--- src/rtl/pq_io_adapter.sv ---
`default_nettype none
// ============================================================================
// Module      : pq_io_adapter
// Description : Valid/ready adapter around a shift-register priority queue,
//               with a 2-entry output buffer, small-key bypass and flush.
// Revision    : 1.0
// ============================================================================
module pq_io_adapter #(
   parameter int KW    = 4,
   parameter int VW    = 4,
   parameter int DEPTH = 4
) (
   input  logic                         clk,
   input  logic                         rst,
   input  logic                         in_valid,
   input  logic [KW+VW-1:0]             in_kv,
   output logic                         in_ready,
   output logic                         out_valid,
   output logic [KW+VW-1:0]             out_kv,
   input  logic                         out_ready,
   input  logic                         flush,
   output logic                         pq_push,
   output logic                         pq_pop,
   output logic [KW+VW-1:0]             pq_kvi,
   input  logic [KW+VW-1:0]             pq_kvo,
   input  logic                         pq_full,
   input  logic                         pq_empty,
   output logic [$clog2(DEPTH+1)-1:0]   count,
   output logic                         key_err
);
   localparam int            c_W      = KW + VW;
   localparam int            c_CW     = $clog2(DEPTH + 1);
   localparam logic [KW-1:0] c_KEYINF = '1;
   localparam logic [0:0]    c_RUN    = 1'b0;
   localparam logic [0:0]    c_FLUSH  = 1'b1;

   logic [0:0]      r_state;
   logic [0:0]      w_state_nxt;
   logic [1:0]      r_occ;
   logic [c_W-1:0]  r_obuf [2];
   logic [c_CW-1:0] r_count;
   logic            r_key_err;

   logic [KW-1:0]   w_in_key;
   logic [KW-1:0]   w_head_key;
   logic            w_out_fire;
   logic            w_space;
   logic            w_lt;
   logic            w_keyinf;
   logic            w_ready_run;
   logic            w_take;
   logic            w_push;
   logic            w_pop;
   logic            w_wr;
   logic            w_widx;
   logic [c_W-1:0]  w_wdata;

   assign w_in_key    = in_kv[c_W-1 -: KW];
   assign w_head_key  = pq_kvo[c_W-1 -: KW];
   assign w_out_fire  = out_valid && out_ready;
   assign w_space     = (r_occ < 2'd2) || w_out_fire;
   assign w_lt        = pq_empty || (w_in_key < w_head_key);
   assign w_keyinf    = (w_in_key == c_KEYINF);
   // KEYINF offers are always swallowed so a full queue cannot stall them.
   assign w_ready_run = w_keyinf || !pq_full || (w_space && w_lt);
   assign w_take      = (r_state == c_RUN) && in_valid && w_ready_run;
   // Write slot after any same-cycle shift: occ minus the departing entry.
   assign w_widx      = r_occ[1] || (r_occ[0] && !w_out_fire);

   always_ff @(posedge clk or negedge rst) begin
      if (!rst) begin
         r_state <= c_RUN;
      end else begin
         r_state <= w_state_nxt;
      end
   end

   always_comb begin
      w_state_nxt = r_state;
      case (r_state)
         c_RUN:   if (flush)    w_state_nxt = c_FLUSH;
         c_FLUSH: if (pq_empty) w_state_nxt = c_RUN;
         default:               w_state_nxt = c_RUN;
      endcase
   end

   always_comb begin
      in_ready = 1'b0;
      w_push   = 1'b0;
      w_pop    = 1'b0;
      w_wr     = 1'b0;
      w_wdata  = in_kv;
      if (r_state == c_RUN) begin
         in_ready = w_ready_run;
         if (w_take && !w_keyinf && w_space && w_lt) begin
            w_wr = 1'b1;
         end else begin
            w_pop   = w_space && !pq_empty;
            w_push  = w_take && !w_keyinf && !flush;
            w_wr    = w_pop;
            w_wdata = pq_kvo;
         end
         if (flush) w_wr = 1'b0;
      end else begin
         w_pop = !pq_empty;
      end
   end

   assign pq_push   = w_push && rst;
   assign pq_pop    = w_pop && rst;
   assign pq_kvi    = in_kv;
   assign out_valid = (r_occ != 2'd0) && (r_state == c_RUN);
   assign out_kv    = r_obuf[0];
   assign count     = r_count;
   assign key_err   = r_key_err;

   always_ff @(posedge clk or negedge rst) begin
      if (!rst) begin
         r_occ     <= 2'd0;
         r_count   <= '0;
         r_key_err <= 1'b0;
      end else begin
         r_count <= r_count + c_CW'(w_push) - c_CW'(w_pop);
         if (w_take && w_keyinf) r_key_err <= 1'b1;
         if ((r_state == c_RUN) && flush) begin
            r_occ <= 2'd0;
         end else begin
            r_occ <= r_occ + {1'b0, w_wr} - {1'b0, w_out_fire};
         end
      end
   end

   // Payload only; validity is carried by r_occ.
   always_ff @(posedge clk) begin
      if (w_out_fire) r_obuf[0] <= r_obuf[1];
      if (w_wr)       r_obuf[w_widx] <= w_wdata;
   end

endmodule
`default_nettype wire

--- config.mk ---
export PLATFORM = sky130hd
export DESIGN_NAME = pq_io_adapter
export DESIGN_NICKNAME = d
export VERILOG_FILES = /design/src/rtl/pq_io_adapter.sv
export SDC_FILE = /design/constraint.sdc
export NUM_CORES = 1
export LEC_CHECK = 0
export CORE_MARGIN = 2
export CORE_UTILIZATION = 41
export CTS_CLUSTER_SIZE = 16
export DETAILED_ROUTE_END_ITERATION = 8
export PLACE_DENSITY = 0.78
export SLEW_MARGIN = 25
export SYNTH_ARGS = -nofsm -noshare
export SYNTH_HDL_FRONTEND = slang
export SYNTH_SLANG_ARGS = --single-unit
--- constraint.sdc ---
create_clock -name clk -period 2.4 [get_ports clk]
set_input_delay 0.36 -clock clk [delete_from_list [all_inputs] [get_ports clk]]
set_output_delay 0.36 -clock clk [all_outputs]
set_load 0.05 [all_outputs]
==> flow_summary.yaml <==
synth:
  ys_warn_count: 0
  ys.flop_type: "edfxtp_1"
  syn_inst: 134
  synth_top_area_share_pct: 34.1
  synth_edf_count: 16
  syn_nets: 165
  ys_types: 37
  avgSynthCellArea_um2: 10.5
  ys_seq_area_share_pct: 46.5
  yosys.area.top_type: "edfxtp_1"
  syn_area_um2: 1410
  ys_top_cells_by_area: "edfxtp_1 34%, dfrtp_1 12%, ha_1 6.2%"
  synth-seq-cells: 23
  async_reset_ff_share_pct: 30.4
clock_network:
  cts_setup_buffers: 0
  clk_pin_slew_ns: 0.13
  cts-buffers-inserted: 3
  cts_root_buffer: "clkbuf_4"
  cts_tree: "built"
  htreeDepth: 1
  clkSinkCount: 23
  clock_path_buffers: 2
  ctsHoldBuffers: 0
  clk_latency_ns: 0.31
global_route:
  antenna_found_initial: 0
  grt_start_max_net_pins: 16
  grt_pass1_vias: 1221
  grt_usage_pct: 16.8
  overflow: 0
  grt_pass1_wl_um: 5370
floorplan:
  ios: 47
  fp.dieH_um: 62.6
  core_area_um2: 3310
  dieArea_um2: 3920
  die_w_um: 62.6
  rows: 21
  start_util_pct: 42.6
timing:
  fin_crit_sh_pct: 96.2
  worst_slack_ns: 0.0908
  slew_headroom_pct: 49.1
  skew_ns: 0.00987
  fmax_mhz: 433
  period_minus_slack_ns: 2.31
  tightest_slew_ns: 0.761
  finalSetupTns_ns: 0
  hold_viol: 0
  final-max-slew-violation-count: 0
  setup_viol: 0
  rsz0062_at_grt: "false"
drt:
  drt_pass1_iterations: 4
  via_count: 1189
  drt_iter0_markers: 25
  ant_nets: 0
  post-route-drc-count: 0
  wl_per_cell_um: 14.0
  vias_per_cell: 5.04
  finalWirelength_um: 3310
critical_path:
  cp-end-kind: "primary output"
  cp_slowest_cell: "a2111oi_4"
  cp-start-kind: "input port"
  worstPathMaxFanout: 2
  regToRegSetupSlack_ns: 0.20
  path_cells: "dlygate4sd2_1, ha_4, a2111oi_4, buf_4, o31ai_4, a31oi_1, buf_4, buf_12"
  arrival_ns: 1.95
  cp.required_ns: 2.04
  cp_common_cell: "buf_4"
  worst_path_largest_cell_delay_ns: 0.33
  crit_type: "in2out"
placement:
  portBuffers: 46
  hpwl_um: 2500
  gp_congestion: 0.893
  dpl_worst_slack_ns: -0.619
pwr:
  p_leak_nw: 0.897
  p_int_mw: 1.00
  vdd_drop_max_uv: 763
  p_per_area_nw_per_um2: 825
  p_comb_share_pct: 55.7
  power_switching_uw: 736
  swShare_pct: 42.4
  p_seq_share_pct: 33.9
  clockPowerShare_pct: 10.4
run:
  cap_viol_max_count: 0
run_status:
  status: "finished clean"
cells_and_area:
  utilization_pct: 63.6
  nNetsFinal: 222
  drive_above_1_share_pct: 27.9
  insertedDiodeCount: 0
  area_delta_synth_final_pct: 49.5
min_path:
  hold_class: "in2async"
[layer usage]
layer  share of wire [%]  global-route usage, %  vias up
li1                    -                      -      581
met1                  42                   19.2      559
met2                  51                   31.0       43
met3                 6.7                   4.14        6
met4                0.57                   4.17        0
met5                   0                      0        -
[placed cells by master (no fill, tap or decap), types with 2 or more instances in the layout]
| master | count |
|---|---|
| clkdlybuf4s50_1 | 29 |
| buf_4 | 26 |
| edfxtp_1 | 16 |
| inv_1 | 13 |
| nand2_1 | 11 |
| nor2_1 | 9 |
| dlygate4sd2_1 | 8 |
| dfrtp_1 | 7 |
| o211ai_1 | 6 |
| mux2_4 | 5 |
| o221ai_1 | 5 |
| o21ai_0 | 4 |
| a31oi_1 | 4 |
| ha_1 | 4 |
| a21oi_1 | 3 |
| clkbuf_4 | 3 |
| buf_12 | 3 |
| and2_1 | 2 |
| inv_2 | 2 |
| or3_1 | 2 |
| xor2_1 | 2 |
| ha_4 | 2 |
[cell families after synthesis]
logic type	after synthesis	synth area share (%)
AOI/OAI and AO/OA	31	16.1
xor gates and xnor gates	4	2.49
adders and majority gates	8	7.64
buffers and inverters	29	10.7
DFF	23	46.5
muxes	5	5.33
and+or+nand+nor	34	11.3
[worst paths after layout]
path / startpoint / to / cells after the start
worst min-delay path: rst / key_err$_DFFE_PN0P_ / 2
worst max-delay path: in_kv[5] / in_ready / 8
worst max register to register: r_state$_DFF_PN0_ / count[2]$_DFF_PN0_ / 9
min in group clk: key_err$_DFFE_PN0P_ / key_err$_DFFE_PN0P_ / 1
worst min register to register: key_err$_DFFE_PN0P_ / key_err$_DFFE_PN0P_ / 1
max in group asynchronous: rst / r_state$_DFF_PN0_ / 2
[layout make-up]
| class | instances | area [um^2] |
|---|---|---|
| fill | 287 | 1200 |
| multi-input combinational | 82 | 694 |
| sequential | 23 | 656 |
| timing repair buffer | 66 | 616 |
| tap | 46 | 57.6 |
| inverter | 15 | 56.3 |
| clock buffer | 4 | 26.3 |
[sequential cells by signal, indices dropped and copies added, names as in the netlist]
register	count
count	3
key_err	1
r_obuf	16
r_occ	2
r_state	1
[stage by stage]
stage | hold slack, ns | instances | power [mW] | cell area (um^2)
after floorplan | 0.0644 | 134 | 1.19 | 1430
after global placement | 0.472 | 232 | 1.49 | 2020
after detailed placement | 0.465 | 232 | 1.51 | 2020
after CTS | 0.343 | 236 | 1.71 | 2070
after global routing | 0.343 | 236 | 1.83 | 2110
final | 0.334 | 236 | 1.74 | 2110
[power groups by stage]
stage | Combinational, mW | Sequential [mW] | Clock [mW]
global route | 1.03 | 0.600 | 0.200
floorplan | 0.391 | 0.798 | 0
CTS | 0.933 | 0.589 | 0.186
detailed placement | 0.918 | 0.595 | 0
finish | 0.968 | 0.589 | 0.181
global placement | 0.892 | 0.594 | 0
[cells in the mapped netlist, types with 2 or more instances]
library cell,n
buf_4,8
clkbuf_1,2
inv_1,15
buf_2,2
or3_1,2
dfrtp_1,7
nand2b_1,2
xnor2_1,2
o221ai_1,5
o211ai_1,6
a21oi_1,4
a31oi_1,4
edfxtp_1,16
ha_1,7
o21ai_0,5
and2_1,2
nor2_1,10
xor2_1,2
mux2_4,5
nand2_1,11
[critical path, delay by kind of cell]
family                     cells  cell delay, ns
buffers and inverters          4            0.72
AOI/OAI and AO/OA              3            0.61
adders and majority gates      1            0.25
[what timing repair did]
action                                  4_1_cts  5_1_grt
pin swaps                                    10        5
cloned                                        0        0
endpoints found under the setup margin        6        3
resized for setup                            17        6
Power figures use the tool's default switching activity.
